## config.mk

```make
export PLATFORM = sky130hd
export DESIGN_NAME = mul_div_unit
export DESIGN_NICKNAME = d
export VERILOG_FILES = /design/src/rtl/mul_div_unit.sv
export SDC_FILE = /design/constraint.sdc
export NUM_CORES = 1
export LEC_CHECK = 0
export BUFFER_PORTS_ARGS = -buffer_cell sky130_fd_sc_hd__buf_2
export CORE_MARGIN = 2
export CORE_UTILIZATION = 50
export CTS_CLUSTER_SIZE = 30
export DETAILED_ROUTE_END_ITERATION = 12
export PLACE_DENSITY = 0.8
export SYNTH_ARGS = -nofsm -noshare
export SYNTH_HDL_FRONTEND = slang
export SYNTH_SLANG_ARGS = --single-unit
```

## constraint.sdc

```tcl
create_clock -name clk_i -period 2.45 [get_ports clk_i]
set_input_delay 0.1225 -clock clk_i [delete_from_list [all_inputs] [get_ports clk_i]]
set_output_delay 0.1225 -clock clk_i [all_outputs]
set_load 0.02 [all_outputs]
```

## src/rtl/mul_div_unit.sv

```systemverilog
// Iterative signed 16-bit multiply/divide unit: one shift-add or restoring-divide step per cycle,
// result delivered as a single-cycle register-file write.
module mul_div_unit #(
  parameter int WIDTH = 16,
  parameter int CNT_W = 4
) (
  input  logic             clk_i,
  input  logic             rst_i,
  input  logic             start_i,
  input  logic [1:0]       op_i,
  input  logic [WIDTH-1:0] opa_i,
  input  logic [WIDTH-1:0] opb_i,
  input  logic [3:0]       dst_in_i,
  input  logic             abort_i,
  output logic             busy_o,
  output logic             done_o,
  output logic             wb_we_o,
  output logic [3:0]       wb_addr_o,
  output logic [WIDTH-1:0] wb_data_o,
  output logic             dz_o
);

  typedef enum logic [2:0] {S_IDLE, S_PREP, S_CALC, S_FIX, S_DONE} state_e;

  localparam logic [1:0] OP_MULL = 2'b00;
  localparam logic [1:0] OP_MULH = 2'b01;
  localparam logic [1:0] OP_DIV  = 2'b10;
  localparam logic [CNT_W-1:0] CNT_LAST = CNT_W'(WIDTH - 1);

  state_e               state_q, state_d;
  logic [CNT_W-1:0]     cnt_q, cnt_d;
  logic [1:0]           op_q, op_d;
  logic [WIDTH-1:0]     opa_q, opa_d, opb_q, opb_d;
  logic                 sa_q, sa_d, sb_q, sb_d;
  logic [WIDTH-1:0]     mb_q, mb_d;
  logic [2*WIDTH-1:0]   p_q, p_d;
  logic [WIDTH-1:0]     rem_q, rem_d;
  logic [3:0]           wb_addr_q, wb_addr_d;
  logic [WIDTH-1:0]     wb_data_q, wb_data_d;
  logic                 dz_q, dz_d;

  logic                 accept;
  logic [WIDTH-1:0]     mag_a, mag_b;
  logic [WIDTH:0]       mul_sum;
  logic [WIDTH:0]       div_shift;
  logic [WIDTH-1:0]     div_sub;
  logic                 div_ge;
  logic                 neg;
  logic                 div_zero;
  logic [2*WIDTH-1:0]   prod_s;
  logic [WIDTH-1:0]     quo_s, rem_s, result;

  // Two's-complement magnitude; the most negative value maps onto itself and is read as unsigned.
  assign mag_a = opa_q[WIDTH-1] ? (~opa_q + WIDTH'(1)) : opa_q;
  assign mag_b = opb_q[WIDTH-1] ? (~opb_q + WIDTH'(1)) : opb_q;

  // Multiply step: conditionally add multiplicand into the high half, then shift right.
  assign mul_sum = {1'b0, p_q[2*WIDTH-1:WIDTH]} + (p_q[0] ? {1'b0, mb_q} : '0);

  // Divide step: shift next dividend bit into the 17-bit partial remainder, trial-subtract.
  assign div_shift = {rem_q, p_q[WIDTH-1]};
  assign div_ge    = div_shift >= {1'b0, mb_q};
  assign div_sub   = div_shift[WIDTH-1:0] - mb_q;

  assign neg      = sa_q ^ sb_q;
  assign div_zero = op_q[1] && (opb_q == '0);
  assign prod_s   = neg ? (~p_q + (2*WIDTH)'(1)) : p_q;
  assign quo_s    = neg ? (~p_q[WIDTH-1:0] + WIDTH'(1)) : p_q[WIDTH-1:0];
  assign rem_s    = sa_q ? (~rem_q + WIDTH'(1)) : rem_q;

  always_comb begin
    result = '0;
    case (op_q)
      OP_MULL: result = prod_s[WIDTH-1:0];
      OP_MULH: result = prod_s[2*WIDTH-1:WIDTH];
      OP_DIV:  result = div_zero ? '1 : quo_s;
      default: result = div_zero ? opa_q : rem_s;
    endcase
  end

  assign accept = start_i && ((state_q == S_IDLE) || (state_q == S_DONE));

  always_comb begin
    state_d   = state_q;
    cnt_d     = cnt_q;
    op_d      = op_q;
    opa_d     = opa_q;
    opb_d     = opb_q;
    sa_d      = sa_q;
    sb_d      = sb_q;
    mb_d      = mb_q;
    p_d       = p_q;
    rem_d     = rem_q;
    wb_addr_d = wb_addr_q;
    wb_data_d = wb_data_q;
    dz_d      = dz_q;

    case (state_q)
      S_IDLE: if (accept) state_d = S_PREP;
      S_PREP: begin
        sa_d    = opa_q[WIDTH-1];
        sb_d    = opb_q[WIDTH-1];
        mb_d    = mag_b;
        p_d     = {{WIDTH{1'b0}}, mag_a};
        rem_d   = '0;
        cnt_d   = '0;
        state_d = S_CALC;
      end
      S_CALC: begin
        if (!op_q[1]) begin
          p_d = {mul_sum, p_q[WIDTH-1:1]};
        end else begin
          rem_d = div_ge ? div_sub : div_shift[WIDTH-1:0];
          p_d   = {p_q[2*WIDTH-1:WIDTH], p_q[WIDTH-2:0], div_ge};
        end
        cnt_d = cnt_q + CNT_W'(1);
        if (cnt_q == CNT_LAST) state_d = S_FIX;
      end
      S_FIX: begin
        wb_data_d = result;
        dz_d      = div_zero;
        state_d   = S_DONE;
      end
      S_DONE:  state_d = accept ? S_PREP : S_IDLE;
      default: state_d = S_IDLE;
    endcase

    if (accept && !abort_i) begin
      op_d      = op_i;
      opa_d     = opa_i;
      opb_d     = opb_i;
      wb_addr_d = dst_in_i;
      dz_d      = 1'b0;
    end

    // A flush cancels the op in flight and leaves the visible write-back state untouched.
    if (abort_i) begin
      state_d   = S_IDLE;
      wb_data_d = wb_data_q;
      dz_d      = dz_q;
    end
  end

  always_ff @(posedge clk_i) begin
    if (rst_i) begin
      state_q   <= S_IDLE;
      cnt_q     <= '0;
      op_q      <= '0;
      opa_q     <= '0;
      opb_q     <= '0;
      sa_q      <= 1'b0;
      sb_q      <= 1'b0;
      mb_q      <= '0;
      p_q       <= '0;
      rem_q     <= '0;
      wb_addr_q <= '0;
      wb_data_q <= '0;
      dz_q      <= 1'b0;
    end else begin
      state_q   <= state_d;
      cnt_q     <= cnt_d;
      op_q      <= op_d;
      opa_q     <= opa_d;
      opb_q     <= opb_d;
      sa_q      <= sa_d;
      sb_q      <= sb_d;
      mb_q      <= mb_d;
      p_q       <= p_d;
      rem_q     <= rem_d;
      wb_addr_q <= wb_addr_d;
      wb_data_q <= wb_data_d;
      dz_q      <= dz_d;
    end
  end

  assign busy_o    = (state_q == S_PREP) || (state_q == S_CALC) || (state_q == S_FIX);
  assign done_o    = (state_q == S_DONE);
  assign wb_we_o   = done_o && (wb_addr_q != 4'd0);
  assign wb_addr_o = wb_addr_q;
  assign wb_data_o = wb_data_q;
  assign dz_o      = dz_q;

endmodule
```

# [Word level (Yosys, flattened, before mapping)]
# Index checks and enable logic that the tools add are counted.
[op_classes] addsub=8 magnitude_cmp=1 n_eq_ne=11 n_mux=21 n_bitwise=7 n_reduce_logical=20
[ops] operator="16-bit two-way mux" count=9
[ops] operator="16-bit by 1-bit adder with 16-bit output, second input constant" count=4
[ops] operator="32-bit two-way mux" count=2
[ops] operator="16-bit inverter" count=4
[ops] operator="32-bit one-hot mux with 2 select lines" count=1
[ops] operator="16-bit one-hot mux with 3 select lines" count=1
[ops] operator="32-bit by 1-bit adder with 32-bit output, second input constant" count=1
[ops] operator="32-bit inverter" count=1
[ops] operator="16-bit one-hot mux with 2 select lines" count=1
[ops] operator="16-bit by 16-bit adder with 17-bit output" count=1
[ops] operator="17-bit by 16-bit >= comparator with 1-bit output" count=1
[ops] operator="16-bit zero test" count=1
[ops] operator="16-bit subtractor" count=1
[ops] operator="3-bit one-hot mux with 5 select lines" count=1
[ops] operator="2-bit AND reduction" count=5
[ops] operator="2-bit != test, second input constant" count=4
[ops] operator="4-bit one-hot mux with 2 select lines" count=1
[ops] operator="3-bit by 2-bit equality test with 1-bit output, second input constant" count=2
[ops] operator="3-bit two-way mux" count=2
[ops] operator="4-bit by 1-bit adder with 4-bit output, second input constant" count=1
[ops] operator="4-bit equality test, second input constant" count=1
[ops] operator="1-bit logical AND" count=4
[ops] operator="2-bit nonzero test" count=2
[ops] operator="4-bit nonzero test" count=1
[ops] operator="other kinds (12)" count=16
[totals] ff_bits=128 elab_cells=82

# [Logic depth before layout (Yosys ltp)]
# Gate-level depths: netlist (run 1).
[logic_depth] ltp_word=6 ltp_mapped=11 ltp_nobuf=11

# [Worst setup path after synthesis (run 1)]
# OpenSTA, ideal clock, no wires.
[synth_path] path_type="register to register" from="register p_q[0]" to="register p_q[29]" setup_ns=0.117 arrival_time_ns=2.617 required_time_ns=2.333 setup_slack_ns=-0.284 path_stages_with_launch=11 period_less_slack_ns=2.734 cell_sequence="dfxtp_1 clkinv_1 nor2_1 ha_1 nor2b_1 o31a_1 o31a_1 o41ai_1 o21ai_0 xor2_1 a22o_1"
[synth_via] elab_chain_len=4
[synth_rtl] item="from (decl)" line="36" rtl="logic [2*WIDTH-1:0] p_q, p_d;"
[synth_rtl] item="from (signal assigned)" line="168" rtl="p_q <= p_d;"
[synth_rtl] item="16-bit two-way mux" line="58" rtl="assign mul_sum = {1'b0, p_q[2*WIDTH-1:WIDTH]} + (p_q[0] ? {1'b0, mb_q} : '0);"
[synth_rtl] item="16-bit by 16-bit adder with 17-bit output" line="58"
[synth_rtl] item="32-bit two-way mux" line="110" rtl="if (!op_q[1]) begin"
[synth_rtl] item="32-bit one-hot mux with 2 select lines" line="98" rtl="case (state_q)"
# Every way passes these cells. The select of a mux whose other input is x is not followed.
# A chain may end at the register's enable or synchronous reset.

# [Final worst setup path (run 1)]
# Same ends and word-level chain as after synthesis.

==> reports/results.ini, run 1 <==
[critical_path]
r2r_end=p_q[29]
crit_buf_inv=1
crit_required_ps=2770
r2r_slack_ps=-80
cp_data_arrival_time_ps=2850
cp_max_fo=4
setup.worst_path.start_class=register
slowest_stage=o41ai_4
slowest_delay_ps=380
path_cells=and2_4, ha_4, inv_2, fa_2, nor2b_4, o31a_1, o31a_1, o41ai_4, o21ai_2, xor2_1, a22o_1
reg2reg_depth=11
end_kind=register
path_common_cell=o31a_1
r2r_start=p_q[0]
crit_family=compound AO/OA/AOI/OAI gates
crit_type=register to register

[clock_tree]
clockBufferDepth=2
cts_buffers=17
cts_tree=built
cts_root_buf=clkbuf_16
cts.sink_count=128
htreeDepth=4
clkTransAtPathRegs_ps=60
clock_latency_ps=430

[global_route]
grt_pass1_wl_mm=43.2
gr-total-overflow=0
grt_pass1_vias=8493
grt_max_degree=56
antenna_found_initial=1
grt_util_all_layers=0.301

[placement]
io_buffers=65
gp_congestion=0.994
dp_cells=1431
hpwl_mm=19.2

[worst_hold_path]
hold_class=primary input to register
hold_path_end=state_q[0]
hp-start=start_i
whs_path_depth=3

[timing]
timing.final.crit_share=1.03
postLayoutSetupSlackWorst_ps=-78.2
hold_viol=0
tns_ps=-164
clock.fmax_ghz=0.396
slew_headroom=0.274
tightest_slew_ps=1080
min_period_ps=2530
hold_ws_ps=32.3
setup_viol=3
finalClockSkew_ps=7.90
rsz0062_at_grt=yes
drv_slew=0

[finish]
fillCellCount=1276
layout-drive-gt1-share=0.224
final_cells=1511
nNetsFinal=1358
layout-area-overhead-vs-synth_pct=30.1

[pwr]
power_density_mw_per_mm2=547
switching_share=0.294
seq_power_share=0.368
combPwrFrac=0.204
switchingPower_mw=1.76
internal_power_mw=4.23
peakVddDrop_uv=586
clockPowerShare=0.428
p_leak_nw=4.42

[logic_synthesis]
synth.distinct_cells=66
ys_ff_latch=128
yosysSeqAreaShare=0.304
syn_nets=1182
synth_edf_count=0
ys.flop_type=dfxtp_1
syn_area_mm2=0.00842
yosys_warnings=0
syn_inst=1101
avgSynthCellArea_um2=7.65
synth-async-reset-ratio=0

[floorplan]
start_util=0.510
ios=66
die_area_mm2=0.0179
core_area_mm2=0.0165
dieWidth_um=134
fp.dieH_um=134
rows=47

[drt]
num_vias=9173
wirelength_mm=27.9
drt_pre_antenna_iters=5
drtAntennaViolNets=0
avgRoutedWirePerCell_um=18.4
first_iter_violations=918
drc=0
routed_via_density=6.07

[outcome]
status=finished with violations
violations=negative setup slack

[flow_run]
max_cap_viol_count=0

## what timing repair did
action / 4_1_cts / 5_1_grt
cloned: 0 / 1
pin swaps: 6 / 19
endpoints found under the hold margin: 40 / 0
endpoints found under the setup margin: 8 / 36
buffers inserted: 1 / 6
resized for setup: 17 / 49
hold buffers: 39 / 0
## logic make-up after synthesis
kind of cell    after synthesis  share of synthesized area
buf+inv                     107                     0.0498
flops                       128                      0.304
mux                          25                     0.0303
xor+xnor                     92                     0.0956
simple gates                386                      0.211
compound gates              324                      0.249
fa+ha+maj                    39                     0.0597
## area by class of cell
cell class / count / area, um^2 / area share
diodes: 1 / 2.50 / 0.000228
well taps: 220 / 275 / 0.0251
flip-flops and latches: 128 / 2570 / 0.234
multi-input cells: 867 / 5750 / 0.525
clock inverters: 12 / 133 / 0.0121
clock buffers: 20 / 457 / 0.0417
repair buffers: 221 / 1610 / 0.147
inverters: 42 / 166 / 0.0152
## layout by cell type, fill, tap and decap left out, types with 5 or more instances in the layout
| master | synthesis | routed |
|---|---|---|
| mux2i_1 | 21 | 21 |
| xnor2_1 | 44 | 42 |
| clkbuf_16 | 0 | 17 |
| o211ai_1 | 6 | 6 |
| o22ai_1 | 10 | 10 |
| o21ai_0 | 58 | 53 |
| or2_2 | 6 | 6 |
| a22o_1 | 15 | 15 |
| a211oi_1 | 54 | 50 |
| nor2_1 | 107 | 103 |
| a31oi_1 | 18 | 16 |
| o21ai_1 | 4 | 7 |
| nor2b_1 | 6 | 5 |
| inv_1 | 41 | 39 |
| xor2_1 | 48 | 48 |
| a21oi_2 | 0 | 7 |
| dfxtp_1 | 128 | 125 |
| o41ai_1 | 10 | 9 |
| ha_1 | 37 | 31 |
| buf_4 | 0 | 115 |
| nand4_1 | 5 | 5 |
| nand2_1 | 154 | 154 |
| nand3_1 | 18 | 17 |
| ha_4 | 0 | 6 |
| a32oi_1 | 5 | 5 |
| o31ai_1 | 11 | 11 |
| nor4_1 | 11 | 7 |
| or3_1 | 7 | 7 |
| dlygate4sd3_1 | 0 | 39 |
| a21oi_1 | 97 | 90 |
| a221oi_2 | 4 | 5 |
| buf_2 | 2 | 64 |
| nand2b_1 | 8 | 8 |
| a21o_1 | 6 | 6 |
| nor4_2 | 1 | 5 |
| nor3_1 | 31 | 27 |
## stage by stage
step / setup WS, ps / power [mW] / utilization / cell area (um^2)
after floorplan: -76.8 / 2.90 / - / 8430
after global placement: -29.1 / 3.27 / 0.582 / 9620
after detailed placement: -89.6 / 3.28 / 0.582 / 9620
after CTS: -71.0 / 5.87 / 0.646 / 10700
after global routing: -134 / 6.19 / 0.663 / 11000
final: -78.2 / 5.99 / 0.663 / 11000
## per-layer routing
layer,vias to the layer above,wire length (um),track usage
met4,0,767,0.0969
li1,4314,-,-
met2,515,12900,0.492
met3,76,2680,0.0775
met1,4268,11500,0.390
met5,-,0,0
## cell usage after synthesis, drive strengths merged (5+ instances only)
master / count / share of area
nand2: 154 / 0.069
dfxtp: 128 / 0.30
nor2: 107 / 0.048
a21oi: 97 / 0.058
o21ai: 62 / 0.037
clkbuf: 57 / 0.025
a211oi: 54 / 0.048
xor2: 48 / 0.050
xnor2: 44 / 0.046
inv: 41 / 0.018
ha: 37 / 0.055
nor3: 32 / 0.020
mux2i: 21 / 0.025
a31oi: 18 / 0.013
nand3: 18 / 0.011
a22o: 15 / 0.016
nor4: 13 / 0.012
o31ai: 11 / 0.0098
o22ai: 10 / 0.0074
o41ai: 10 / 0.010
buf: 8 / 0.0056
nand2b: 8 / 0.0059
a221oi: 7 / 0.010
or3: 7 / 0.0052
a21o: 6 / 0.0053
nor2b: 6 / 0.0045
o211ai: 6 / 0.0053
or2: 6 / 0.0045
or4: 6 / 0.0067
a32oi: 5 / 0.0052
and2: 5 / 0.0040
nand4: 5 / 0.0037
## sequential cells by signal, summed over array words and instances, names as in the netlist
| signal | cells |
|---|---|
| p_q | 32 |
| mb_q | 16 |
| opa_q | 16 |
| opb_q | 16 |
| rem_q | 16 |
| wb_data_o | 16 |
| cnt_q | 4 |
| wb_addr_o | 4 |
| state_q | 3 |
| op_q | 2 |
| dz_o | 1 |
| sa_q | 1 |
| sb_q | 1 |
## power by group through the flow
stage	Sequential [mW]	Combinational, mW	Clock (mW)
global route	2.21	1.31	2.68
detailed placement	2.24	1.04	0
CTS	2.20	1.11	2.56
finish	2.20	1.22	2.57
floorplan	2.24	0.668	0
global placement	2.24	1.02	0
## how the worst max path moves through the flow
stage	start	to	slack, ps	cells past startpoint
floorplan	p_q[0]	p_q[29]	-80	10
global placement	p_q[0]	p_q[29]	-30	11
detailed placement	p_q[0]	p_q[29]	-90	11
CTS	p_q[0]	p_q[29]	-70	11
global route	mb_q[8]	rem_q[12]	-130	11
finish	p_q[0]	p_q[29]	-80	11
## worst min-delay path, cell delays in order
cell,delay [ps]
buf_2,110
mux2i_1,120
nor4_1,60
(Power assumes the default switching activity.)
==> run 2: changes to the inputs <==
--- a/config.mk
+++ b/config.mk
@@ -5,6 +5,7 @@
 export SDC_FILE = /design/constraint.sdc
 export NUM_CORES = 1
 export LEC_CHECK = 0
+export ABC_AREA = 1
 export BUFFER_PORTS_ARGS = -buffer_cell sky130_fd_sc_hd__buf_2
 export CORE_MARGIN = 2
 export CORE_UTILIZATION = 50
==> reports/results.ini, run 2 <==
[outcome]
status=finished clean

[finish]
fillCellCount=1783  ; +40%
final_area_mm2=0.0109  ; -0.16%
final_util=0.587  ; -0.0763
largest-register=p_q
final_common_cell=nand2_1
largest_register_ff_count=32  ; unchanged
layout-drive-gt1-share=0.107  ; -0.117
final_cell_mix=nand2_1 (394), inv_1 (190), a21oi_1 (162)
final_cells=1884  ; +25%
multi_input_area_mm2=0.00591  ; +2.7%
diodes=0  ; -1
layout-area-overhead-vs-synth_pct=15.3
seq_area_mm2=0.00256  ; -0.24%
nNetsFinal=1718  ; +27%

[critical_path]
r2r_end=rem_q[4]
end_kind=register
cp_data_arrival_time_ps=2580  ; -270 ps
r2r_start=mb_q[14]
setup.worst_path.start_class=register
crit_type=register to register
endpoint=rem_q[4]
r2r_slack_ps=160  ; +240 ps
crit_required_ps=2740  ; -30 ps
cp_max_fo=10  ; +6
crit_path_start=mb_q[14]
reg2reg_depth=9  ; -2

[clock_tree]
cts.sink_count=128  ; unchanged
cts_root_buf=clkbuf_16
clkTransAtPathRegs_ps=60  ; about the same
htreeDepth=4  ; unchanged
clock_latency_ps=430  ; about the same
cts_buffers=17  ; unchanged
cts_tree=built
clockBufferDepth=2  ; unchanged

[floorplan]
die_area_mm2=0.0201  ; +12%
start_util=0.509  ; -0.000611
dieWidth_um=142  ; +6.0%
ios=66  ; unchanged
rows=50  ; +6.4%
fp.dieH_um=142  ; +6.0%
core_area_mm2=0.0186  ; +13%

[timing]
drv_slew=0  ; unchanged
slew_headroom=0.614  ; +0.340
min_period_ps=2290  ; -235 ps
tns_ps=0  ; +164 ps
hold_viol=0  ; unchanged
postLayoutSetupSlackWorst_ps=157  ; +235 ps
finalClockSkew_ps=8.62  ; +0.718 ps
timing.final.crit_share=0.936  ; -0.0960
rsz0062_at_grt=no
hold_ws_ps=1.62  ; -30.7 ps
setup_viol=0  ; -3
clock.fmax_ghz=0.436  ; +10%
tightest_slew_ps=579  ; -502 ps

[logic_synthesis]
yosys_warnings=0  ; unchanged
ys_top_cells_by_area=dfxtp_1 (27%), nand2_1 (16%), a21oi_1 (8.5%)
synth_edf_count=0  ; unchanged
ys_ff_latch=128  ; unchanged
yosysSeqAreaShare=0.270  ; -0.0342
ys.flop_type=dfxtp_1
synth-async-reset-ratio=0  ; unchanged
syn_nets=1632  ; +38%
syn_area_mm2=0.00949  ; +13%
synthTopCellsByCount=nand2_1 (394), inv_1 (191), a21oi_1 (162)
synth_most_common_cell=nand2_1
synth.largest_area_cell=dfxtp_1
synth.distinct_cells=44  ; -33%
avgSynthCellArea_um2=6.12  ; -20%
yosysTopAreaCellShare=0.270  ; -0.0342
syn_inst=1551  ; +41%

[drt]
drt_pre_antenna_iters=7  ; +2
num_vias=10728  ; +17%
avgRoutedWirePerCell_um=15.8  ; -14%
first_iter_violations=1133  ; +23%
drc=0  ; unchanged
routed_via_density=5.69  ; -6.2%
drtAntennaViolNets=0  ; unchanged
wirelength_mm=29.7  ; +6.8%

[placement]
gp_congestion=0.967  ; -2.7%
hpwl_mm=21.8  ; +14%
io_buffers=65  ; unchanged
dp_cells=1819  ; +27%
placedInstanceArea_mm2=0.0101  ; +4.5%
preCtsSetupSlack_ps=140  ; +229 ps

[global_route]
grt_pass1_wl_mm=48.6  ; +12%
gr-total-overflow=0  ; unchanged
grt_max_degree=75  ; +34%
grt_util_all_layers=0.300  ; -0.00114
grt_pass1_vias=10127  ; +19%
antenna_found_initial=0  ; -1

[pwr]
p_leak_nw=5.26  ; +19%
clockPowerShare=0.397  ; -0.031
combPwrFrac=0.240  ; +0.036
power_density_mw_per_mm2=573  ; +4.9%
p_total_mw=6.27  ; +4.7%
internal_power_mw=4.14  ; -2.0%
seq_power_share=0.363  ; -0.005
peakVddDrop_uv=479  ; -18%
switching_share=0.339  ; +0.0454
switchingPower_mw=2.13  ; +21%

[worst_hold_path]
whs_path_depth=3  ; unchanged
hp-start=op_i[1]
hold_class=primary input to register

[flow_run]
max_cap_viol_count=0  ; unchanged

[run 2: cell count changes after synthesis, moves of 54 or more]
cell	change
inv_1	+150
a21oi_1	+65
nand2_1	+240
a211oi_1	-54
nand3_1	+141
o21ai_0	+78
[run 2: timing repair]
item / CTS / global route
endpoints found under the setup margin: 0 / 19
hold buffers: 28 / 0
hold endpoints to repair: 28 / 0
resized for setup: 0 / 2
buffers inserted: 0 / 5
[run 2: final cells by class]
class / count / area share
clock buffers: 19 / 0.0405
clock inverters: 13 / 0.0117
inverters: 200 / 0.0686
multi-input cells: 1165 / 0.540
flip-flops and latches: 128 / 0.234
well taps: 234 / 0.0268
repair buffers: 125 / 0.0784
[run 2: how the worst min path moves through the flow]
stage | slack [ps] | to
floorplan | 290 | state_q[0]
global placement | 400 | wb_addr_o[1]
detailed placement | 410 | opb_q[8]
CTS | 0.2 | state_q[0]
global route | 30 | opa_q[4]
finish | 2 | op_q[1]
[run 2: power by group through the flow]
stage	clock (mW)	combinational, mW	sequential [mW]
after floorplan	0	1.10	2.28
after global placement	0	1.37	2.31
after detailed placement	0	1.39	2.32
after CTS	2.51	1.44	2.27
after global routing	2.60	1.69	2.29
final	2.49	1.50	2.28
[run 2: metal layers]
metal	vias to the layer above	global-route usage	routed length, um
met5	-	0	0
met4	0	0.146	1080
met3	91	0.0543	2460
met2	512	0.486	13500
met1	4846	0.387	12700
li1	5279	-	-
[run 2: logic make-up (layout without fill, tap and decap cells)]
kind of cell	count (synthesis)	after routing	synth area share
flops	128	128	0.270
xor+xnor	28	28	0.0258
compound gates	337	337	0.189
fa+ha+maj	39	39	0.0530
buf+inv	258	357	0.109
simple gates	761	761	0.354
[run 2: worst max-delay path, cell delays in order (launching register included)]
cell      delay (ps)
dfxtp_1          420
inv_1             90
ha_1             390
a21oi_1          260
o211ai_1         190
nor2_4           290
buf_4            190
nand3_1          130
nand3_1          120
a21oi_1           60
==> run 3: changes to the inputs <==
--- a/config.mk
+++ b/config.mk
@@ -12,6 +12,8 @@
 export CTS_CLUSTER_SIZE = 30
 export DETAILED_ROUTE_END_ITERATION = 12
 export PLACE_DENSITY = 0.8
+export RECOVER_POWER = 25
 export SYNTH_ARGS = -nofsm -noshare
 export SYNTH_HDL_FRONTEND = slang
 export SYNTH_SLANG_ARGS = --single-unit
+export TNS_END_PERCENT = 30
==> reports/results.ini, run 3 (same netlist as run 2, synthesis figures left out) <==
[clock_tree]
htreeDepth=4  ; unchanged
cts.sink_count=128  ; unchanged
cts_buffers=17  ; unchanged
cts_tree=built
clkTransAtPathRegs_ps=60  ; about the same
clock_latency_ps=430  ; about the same
clockBufferDepth=2  ; unchanged
cts_root_buf=clkbuf_16

[timing]
drv_slew=0  ; unchanged
slew_headroom=0.237  ; -0.377
timing.final.crit_share=0.945  ; +0.00867
setup_viol=0  ; unchanged
tns_ps=0  ; unchanged
clock.fmax_ghz=0.432  ; -0.92%
tightest_slew_ps=1150  ; +566 ps
rsz0062_at_grt=no
min_period_ps=2310  ; +21.2 ps
finalClockSkew_ps=12.1  ; +3.50 ps
hold_viol=0  ; unchanged

[critical_path]
end_kind=register
crit_required_ps=2810  ; +70 ps
crit_type=register to register
slowest_stage=clkbuf_1
path_cells=nor2_1, nand2_1, clkbuf_1, inv_2, nor3_1, nand3_1, or2_0, a21oi_1
cp_data_arrival_time_ps=2670  ; +90 ps
setup.worst_path.start_class=register
slowest_delay_ps=550  ; +130 ps
r2r_slack_ps=140  ; -20 ps
cp_max_fo=13  ; +3

[drt]
drc=0  ; unchanged
drtAntennaViolNets=0  ; unchanged
routed_via_density=5.72  ; +0.48%
wirelength_mm=29.7  ; about the same
num_vias=10779  ; +0.48%
drt_pre_antenna_iters=6  ; -1
avgRoutedWirePerCell_um=15.8  ; about the same
first_iter_violations=1172  ; +3.4%

[floorplan]
fp.dieH_um=142  ; unchanged
die_area_mm2=0.0201  ; unchanged
core_area_mm2=0.0186  ; unchanged
rows=50  ; unchanged
ios=66  ; unchanged
dieWidth_um=142  ; unchanged
start_util=0.509  ; unchanged

[finish]
diodes=0  ; unchanged
layout-drive-gt1-share=0.0903  ; -0.0164
final_common_cell=nand2_1
largest_register_ff_count=32  ; unchanged
layout-area-overhead-vs-synth_pct=14.8
largest-register=p_q
nNetsFinal=1718  ; unchanged
final_util=0.584  ; -0.00255
final_cell_mix=nand2_1 (395), inv_1 (190), a21oi_1 (162)

[pwr]
p_leak_nw=5.15  ; -2.1%
peakVddDrop_uv=475  ; -0.86%
power_density_mw_per_mm2=575  ; +0.34%

[global_route]
grt_max_degree=75  ; unchanged
grt_pass1_vias=10127  ; unchanged
gr-total-overflow=0  ; unchanged
grt_util_all_layers=0.300  ; unchanged
grt_pass1_wl_mm=48.6  ; unchanged
antenna_found_initial=0  ; unchanged

[outcome]
status=finished clean

[flow_run]
max_cap_viol_count=0  ; unchanged

[placement]
hpwl_mm=21.8  ; unchanged
io_buffers=65  ; unchanged
gp_congestion=0.967  ; unchanged

[worst_hold_path]
hold_class=primary input to register

[run 3: worst paths after layout]
kind	end	cells past startpoint	startpoint
max	p_q[15]	8	state_q[2]
max reg2reg	p_q[15]	8	state_q[2]
min	state_q[0]	3	start_i
min reg2reg	wb_data_o[8]	2	wb_data_o[8]
[run 3: timing repair]
action | in CTS | in global routing
buffers inserted | 0 | 5
gates resized for setup | 0 | 2
endpoints found under the hold margin | 28 | 0
endpoints found under the setup margin | 0 | 19
hold buffers | 28 | 0
[run 3: layout make-up]
type	instances	area, um^2
fillers	1793	7750
multi-input cells	1165	5900
flip-flops and latches	128	2560
repair buffers	125	823
inverters	200	751
clock buffers	19	443
well taps	234	293
clock inverters	13	128
[run 3: worst max-delay path, delay by kind of cell, from the launching register on]
kind / cells / cell delay (ps)
and+or+nand+nor: 5 / 1010
buffers and inverters: 2 / 690
AOI/OAI and AO/OA: 1 / 140
DFF: 1 / 410
[run 3: power breakdown]
group	total (mW)	internal, mW	switching [mW]
Sequential	2.28	2.17	0.110
Clock	2.49	1.44	1.05
Combinational	1.50	0.531	0.969
[run 3: stage by stage]
stage	hold slack [ps]	cells	setup slack [ps]	cell area, um^2	power (mW)
floorplan	292	1551	239	9490	3.38
global placement	397	1819	178	10100	3.68
detailed placement	405	1819	140	10100	3.71
CTS	0.186	1879	59.2	10900	6.22
global route	31.7	1884	38.4	10900	6.56
finish	0.525	1884	136	10900	6.27
[run 3: metal layers]
layer	global-route usage	up-vias	routed length, um
met4	0.146	0	1140
met5	0	-	0
met1	0.387	4860	12600
met3	0.0543	104	2550
li1	-	5276	-
met2	0.486	539	13500
